===== src/rtl/card_deal_sequencer.sv =====
// Card deal sequencer: runs the initial player/dealer deal and arbitrates
// single-card requests. Between draws it waits a settle interval so the free-running
// RNG advances, and it rejects card samples that are not valid card values.
module card_deal_sequencer #(
    parameter int SETTLE_CYCLES = 4,
    parameter int MAX_REJECTS   = 16
) (
    input  logic       CLOCK_50,
    input  logic       reset,
    input  logic [3:0] card_value,
    input  logic       start_deal,
    input  logic       p_req,
    input  logic       d_req,
    output logic       p_gnt,
    output logic       d_gnt,
    output logic [3:0] card_out,
    output logic       deal_busy,
    output logic       deal_done,
    output logic [5:0] draw_count,
    output logic       rng_fault
);

    localparam int RW = (MAX_REJECTS < 2) ? 1 : $clog2(MAX_REJECTS);
    localparam logic [7:0]    GAP_LAST = 8'(SETTLE_CYCLES - 1);
    localparam logic [RW-1:0] REJ_LAST = RW'(MAX_REJECTS - 1);

    typedef enum logic [2:0] {IDLE, DEAL_GAP, DEAL_DRAW, GAP, DRAW} state_t;

    state_t        state, state_nx;
    logic [7:0]    gap_cnt, gap_nx;
    logic [RW-1:0] rej_cnt, rej_nx;
    logic [1:0]    deal_idx, idx_nx;
    logic          tgt_p, tgt_nx;
    logic          rr_last_p, rr_nx;
    logic          p_gnt_nx, d_gnt_nx, busy_nx, done_nx, fault_nx;
    logic [3:0]    card_nx;
    logic [5:0]    cnt_nx;
    logic          req_held, valid, sampling, issue, issue_p;
    logic [3:0]    issue_val;

    // Next-state and next-output logic; every output is computed here and registered below.
    always_comb begin
        state_nx  = state;
        gap_nx    = gap_cnt;
        rej_nx    = rej_cnt;
        idx_nx    = deal_idx;
        tgt_nx    = tgt_p;
        rr_nx     = rr_last_p;
        p_gnt_nx  = 1'b0;
        d_gnt_nx  = 1'b0;
        done_nx   = 1'b0;
        busy_nx   = deal_busy;
        card_nx   = card_out;
        cnt_nx    = draw_count;
        fault_nx  = rng_fault;
        issue     = 1'b0;
        issue_p   = 1'b0;
        issue_val = card_value;

        req_held = tgt_p ? p_req : d_req;
        valid    = (card_value >= 4'd1) && (card_value <= 4'd10);
        sampling = (state == DEAL_DRAW) || ((state == DRAW) && req_held);

        if (sampling) begin
            if (valid) begin
                issue = 1'b1;
            end else if (rej_cnt == REJ_LAST) begin
                issue     = 1'b1;
                issue_val = 4'd10;
                fault_nx  = 1'b1;
            end else begin
                rej_nx = rej_cnt + RW'(1);
            end
        end

        case (state)
            IDLE: begin
                busy_nx = 1'b0;
                gap_nx  = 8'd0;
                if (start_deal) begin
                    busy_nx  = 1'b1;
                    cnt_nx   = 6'd0;
                    idx_nx   = 2'd0;
                    state_nx = DEAL_GAP;
                end else if (p_req || d_req) begin
                    tgt_nx   = (p_req && d_req) ? ~rr_last_p : p_req;
                    state_nx = GAP;
                end
            end
            DEAL_GAP: begin
                if (gap_cnt == GAP_LAST) begin
                    gap_nx   = 8'd0;
                    rej_nx   = '0;
                    state_nx = DEAL_DRAW;
                end else begin
                    gap_nx = gap_cnt + 8'd1;
                end
            end
            GAP: begin
                if (!req_held) begin
                    gap_nx   = 8'd0;
                    state_nx = IDLE;
                end else if (gap_cnt == GAP_LAST) begin
                    gap_nx   = 8'd0;
                    rej_nx   = '0;
                    state_nx = DRAW;
                end else begin
                    gap_nx = gap_cnt + 8'd1;
                end
            end
            DEAL_DRAW: begin
                issue_p = ~deal_idx[0];
                if (issue) begin
                    if (deal_idx == 2'd3) begin
                        done_nx  = 1'b1;
                        state_nx = IDLE;
                    end else begin
                        idx_nx   = deal_idx + 2'd1;
                        state_nx = DEAL_GAP;
                    end
                end
            end
            DRAW: begin
                issue_p = tgt_p;
                if (!req_held) begin
                    state_nx = IDLE;
                end else if (issue) begin
                    rr_nx    = tgt_p;
                    state_nx = IDLE;
                end
            end
            default: state_nx = IDLE;
        endcase

        if (issue) begin
            card_nx  = issue_val;
            rej_nx   = '0;
            p_gnt_nx = issue_p;
            d_gnt_nx = ~issue_p;
            cnt_nx   = (draw_count == 6'd52) ? 6'd52 : draw_count + 6'd1;
        end
    end

    // State and output registers with synchronous reset; the player wins the first tie.
    always_ff @(posedge CLOCK_50) begin
        if (reset) begin
            state      <= IDLE;
            gap_cnt    <= 8'd0;
            rej_cnt    <= '0;
            deal_idx   <= 2'd0;
            tgt_p      <= 1'b0;
            rr_last_p  <= 1'b0;
            p_gnt      <= 1'b0;
            d_gnt      <= 1'b0;
            card_out   <= 4'd0;
            deal_busy  <= 1'b0;
            deal_done  <= 1'b0;
            draw_count <= 6'd0;
            rng_fault  <= 1'b0;
        end else begin
            state      <= state_nx;
            gap_cnt    <= gap_nx;
            rej_cnt    <= rej_nx;
            deal_idx   <= idx_nx;
            tgt_p      <= tgt_nx;
            rr_last_p  <= rr_nx;
            p_gnt      <= p_gnt_nx;
            d_gnt      <= d_gnt_nx;
            card_out   <= card_nx;
            deal_busy  <= busy_nx;
            deal_done  <= done_nx;
            draw_count <= cnt_nx;
            rng_fault  <= fault_nx;
        end
    end

endmodule


===== config.mk =====
export PLATFORM = sky130hd
export DESIGN_NAME = card_deal_sequencer
export DESIGN_NICKNAME = d
export VERILOG_FILES = /design/src/rtl/card_deal_sequencer.sv
export SDC_FILE = /design/constraint.sdc
export NUM_CORES = 1
export LEC_CHECK = 0
export ABC_CLOCK_PERIOD_IN_PS = 5200
export BUFFER_PORTS_ARGS = -buffer_cell sky130_fd_sc_hd__buf_2
export CELL_PAD_IN_SITES_DETAIL_PLACEMENT = 1
export CELL_PAD_IN_SITES_GLOBAL_PLACEMENT = 1
export CORE_ASPECT_RATIO = 0.9
export CORE_MARGIN = 2
export CORE_UTILIZATION = 30
export DETAILED_ROUTE_END_ITERATION = 8
export GPL_TIMING_DRIVEN = 0
export PLACE_DENSITY_LB_ADDON = 0.1
export SLEW_MARGIN = 30
export SYNTH_ARGS = -nofsm -noshare
export SYNTH_HDL_FRONTEND = slang
export SYNTH_SLANG_ARGS = --single-unit

===== constraint.sdc =====
create_clock -name CLOCK_50 -period 5.2 [get_ports CLOCK_50]
set_clock_uncertainty 0.15 [all_clocks]
set_input_delay 0.52 -clock CLOCK_50 [delete_from_list [all_inputs] [get_ports CLOCK_50]]
set_output_delay 0.52 -clock CLOCK_50 [all_outputs]
set_load 0.05 [all_outputs]

---- Yosys cells after proc, flatten, opt, wreduce, memory -nomap -nowiden ----
Index checks and enable logic that the tools add are counted.
W data, S select, Z words.
operators by class
  $add $sub $neg .......................... 4
  magnitude comparators ................... 2
  equal/unequal tests ..................... 15
  mux-type cells .......................... 38
  bitwise logic cells ..................... 7
  reductions and logical operators ........ 19
operator list
  kind                   count
  $mux W4                8
  $mux W3                8
  $mux W6                4
  $pmux W8 S3            1
  $mux W8                2
  $pmux W3 S5            1
  $ne A3 B3 Y1 const B   3
  $reduce_and A3 Y1      3
  $add A8 B1 Y8 const B  1
  $eq A8 B2 Y1 const B   1
  $mux W1                8
  $ne A2 B2 Y1 const B   4
  $pmux W4 S2            1
  $not A1 Y1             7
  $add A6 B1 Y6 const B  1
  $eq A3 B2 Y1 const B   2
  $eq A6 B6 Y1 const B   1
  $mux W2                3
  $reduce_bool A2 Y1     3
  $reduce_and A5 Y1      1
  $add A4 B1 Y4 const B  1
  $eq A4 B4 Y1 const B   1
  $ge A4 B1 Y1 const B   1
  $le A4 B4 Y1 const B   1
  14 further kinds       18
storage, ports and cells
  flip-flop bits (word level) ............. 34
  input port bits ......................... 9
  output and inout port bits .............. 15
  word-level logic and storage cells ...... 98

---- Depth between registers and ports, before layout ----
  word-level depth ........................ 7
  depth in mapped cells ................... 7
  gate-level depth less buffers ........... 7

---- Least setup slack after synthesis ----
Ideal clock, no wire load.
  path kind ............................... input -> register
  start point ............................. input card_value[2]
  end point ............................... register draw_count[3]
  setup time .............................. 0.120 ns
  arrival time ............................ 1.866 ns
  required time ........................... 4.930 ns
  slack ................................... 3.064 ns
  cell stages on the path ................. 6
  path buffers ............................ 1
  cells stage by stage .................... or4_1 > o21a_1 > buf_6 > o211ai_4 > nor4_1 > a211o_1
on the way
  longest elaborated chain between the ends .. 6
  elaborated cells on any way between the ends .. 9
  those cells by class .................... order compare: 2; mux: 3; reduce/logical: 4
ends and longest elaborated chain
  what                                          line  source
  start, declared                               10    input logic [3:0] card_value,
  $ge A4 B1 Y1 or $le A4 B4 Y1 (tied branches)  61    valid = (card_value >= 4'd1) && (card_value <= 4'd10);
  $logic_and A1 B1 Y1 (*)                       61
  $mux W1 (*)                                   65    if (valid) begin
  $mux W1 (*)                                   64    if (sampling) begin
  $reduce_bool A2 Y1 (no source line)           -
  $reduce_and A2 Y1 (no source line)            -
  end signal, assigned                          172   draw_count <= cnt_nx;
  end, declared                                 19    output logic [5:0] draw_count,
Every way passes the cells marked *; elsewhere a longest branch is shown, timed or not.
A chain may end at the register's enable or synchronous reset.

---- Worst setup path after layout ----
  start point ............................. register state[0]
  end point ............................... register draw_count[3]
on the way
  longest elaborated chain between the ends .. 6
  elaborated cells on any way between the ends .. 10
  those cells by class .................... eq/ne: 2; mux: 2; reduce/logical: 6
ends and longest elaborated chain
  what                                 line  source
  start, declared                      29    state_t state, state_nx;
  start signal, assigned               161   state <= state_nx;
  $eq A3 B3 Y1                         62    sampling = (state == DEAL_DRAW) || ((state == DRAW) && req_held);
  $logic_and A1 B1 Y1                  62
  $logic_or A1 B1 Y1                   62
  $mux W1                              64
  $reduce_bool A2 Y1 (no source line)  -
  $reduce_and A2 Y1 (no source line)   -
Several ways; a longest one is shown, not always the timed one.

==> summary.txt <==
Clocking
  – # H-tree levels: 2
  – CTS tree: built
  – Post-CTS sizing: 0
  – Clock buffer depth: 2
  – Clock root cell: clkbuf_8
  – # clock sinks: 34
  – Clk_lat worst skew: 290 ps
  – Total CTS buffers: 5
  – Setup Buffers After CTS: 0
  – Clock-pin slew on the worst setup and hold paths: 70 ps
  – Post-CTS Hold Buffers: 0

Timing
  – Hold Fails Final Rpt: 0
  – Setup TNS: 0 ps
  – Fin worst setup slack: 2970 ps
  – Final setup fails: 0
  – Final period util: 0.428
  – Slew Limit Headroom: 0.501
  – Pins Over Slew Limit: 0
  – Worst Tran Pin Value: 748 ps
  – RSZ-0062 raised after global routing: false
  – Maximum clock rate: 449 MHz
  – Fin crit period: 2230 ps

Routing
  – Routed WL: between 4000 and 5000 um
  – 1st-iter DRT viols: 44
  – Post-DRT Antenna Nets: 0
  – Via count: 1617
  – # DRC: 0
  – Initial DRT Pass Iterations: 4
  – DR WL/cell: 15.1 um
  – Vias per inst: 5.35

Cells and area
  – Share of post-route cells with drive strength above 1: 0.181
  – N_diodes: 0
  – Fill count: 689
  – Fin nets: approximately 250
  – Area Overhead vs Synth: 16.0%

Floorplan
  – Die height: 76.3 um
  – Core area: 5660 um^2
  – Die Width: 84.3 um
  – Die area: 6440 um^2
  – Initial Util: 0.308
  – # IOs: 24
  – Num rows: 26

Worst setup path
  – Setup crit end kind: flop
  – Startpoint types: flop
  – Reg-to-reg critical path endpoint: draw_count[3]
  – Reg2reg path depth: 6
  – Worst EP required: 5220 ps
  – CP arrival: 2250 ps
  – Flop2flop setup slack: 2970 ps
  – Worst r2r src: state[0]
  – Setup CP Type: reg -> reg
  – Worst-path fanout max: 8

Logic synthesis
  – Synthesis warning total: 0
  – Post-synth EDFFs: 0
  – Syn_area_per_cell: ~8.6 um^2
  – FF+latch count, synth: 34
  – Area contributors post-synth: dfxtp_1 39%, a21oi_1 5.7%, nand2_1 3.9%
  – Post-synthesis sequential area ratio: 0.391
  – Syn nets: 216
  – Mapped Area: approximately 1700 um^2
  – Distinct cells, synth: 48
  – Async SR Flop Fraction: 0
  – Cell count after synthesis: between 200 and 250
  – Top_reg_cell synth: dfxtp_1
  – Post-synth top area cell: dfxtp_1
  – Synth top area share: 0.391

Global routing
  – All-Layer GR Usage: 0.146
  – Initial antenna violation count: 0
  – First-pass GRT wire length: 7610 um
  – Vias in the first global route: between 1000 and 1500
  – Grt total ovfl: 0
  – Pin count of the biggest net entering global routing: 11

Placement
  – Pre-CTS setup slack: between 2000 and 3000 ps
  – DP Wirelength: 3310 um
  – Placer congestion estimate: 0.769
  – Buffers on Ports: 23

Power and ir drop
  – PwrDens: 311 nW/um^2
  – Peak supply drop: 0.154 mV
  – Leakage: approximately 0.8 nW

Hold path
  – Hold depth: 2
  – Hold Startpoint: card_out[0]
  – Hold path endpoint: card_out[0]
  – Min-Delay Path Class: reg -> reg

Status
  – Status: finished clean

Flow run
  – Max cap viols: 0
## synthesized netlist by cell type (all sizes together), types with 2 or more instances
library cell  instances
nand3b                2
ha                    5
dfxtp                34
inv                   8
a21oi                21
nor4                  4
o21a                  2
nand4                 2
o21ai                 3
nand2                18
a211oi                3
buf                   3
mux2i                 5
a32oi                 2
and3                  8
o22ai                 2
or3                   2
nor2                 16
nor3                  7
a21o                  2
a211o                 3
a31o                  2
nand3                11
clkbuf                5
nand2b                8
a41oi                 2
a311oi                6
o211ai                2
nor3b                 2
## metal layers
metal,global-route usage,wire [um]
met5,0,0
met2,0.213,1910
met1,0.214,2440
met4,0.0476,55
met3,0.0336,159
## critical path: stages (launching register included)
cell and delay, ps:
dfxtp_1 300, clkbuf_1 190, nor3b_1 470, a31o_2 320
o21ai_4 120, and3_1 240, a211o_1 310
## placed cells by master (no fill, tap or decap), drive strengths merged, types with 2 or more instances in the layout
master and count:
a211o 3, a211oi 3, a21o 2, a21oi 21
a311oi 6, a31o 2, a32oi 2, a41oi 2
and3 8, buf 26, clkbuf 12, dfxtp 34
ha 5, inv 8, mux2i 5, nand2 18
nand2b 8, nand3 11, nand3b 2, nand4 2
nor2 16, nor3 7, nor3b 2, nor4 4
o211ai 2, o21a 2, o21ai 3, o22ai 2
or3 2
## per-stage QoR
step / cells / instance area [um^2] / hold slack (ps) / total power, mW / utilization
after floorplan: 202 / 1740 / 297 / 0.407 / -
after global placement: 295 / 1950 / 292 / 0.449 / 0.344
after detailed placement: 295 / 1950 / 304 / 0.450 / 0.344
after CTS: 302 / 2020 / 316 / 0.642 / 0.357
after global routing: 302 / 2020 / 332 / 0.670 / 0.357
final: 302 / 2020 / 307 / 0.629 / 0.357
## sequential cells by signal (all words and copies together) (netlist names)
| signal | count |
|---|---|
| rej_cnt | 4 |
| card_out | 4 |
| state | 3 |
| tgt_p | 1 |
| d_gnt | 1 |
| p_gnt | 1 |
| deal_busy | 1 |
| deal_done | 1 |
| gap_cnt | 8 |
| rng_fault | 1 |
| rr_last_p | 1 |
| deal_idx | 2 |
| draw_count | 6 |
## power by group
part	switching (mW)	internal (mW)
Clock	0.0941	0.0922
Combinational	0.106	0.0511
Sequential	0.0115	0.275
Total	0.211	0.418
## layout make-up
class / instances / area [um^2] / area share
sequential: 34 / 681 / 0.337
tap: 70 / 87.6 / 0.0433
inverter: 8 / 30.0 / 0.0149
clock buffer: 7 / 76.3 / 0.0377
multi-input combinational: 152 / 991 / 0.490
buffer: 8 / 41.3 / 0.0204
timing repair buffer: 23 / 115 / 0.0569
## logic make-up after synthesis
kind of cell,after synthesis,synth area share
flip-flops,34,0.391
AND/OR/NAND/NOR,85,0.256
multiplexers,6,0.0352
AO/OA/AOI/OAI,56,0.242
buffers and inverters,16,0.0409
adder cells (fa/ha/maj),5,0.0359
## worst max path at each step
stage                     slack [ps]           from            end
after floorplan                 3060  card_value[2]  draw_count[3]
after global placement          2820  card_value[2]  draw_count[3]
after detailed placement        2810  card_value[2]  draw_count[3]
after CTS                       3010       state[0]  draw_count[3]
after global routing            2860       state[0]  draw_count[3]
final                           2970       state[0]  draw_count[3]
(Power assumes the default switching activity.)
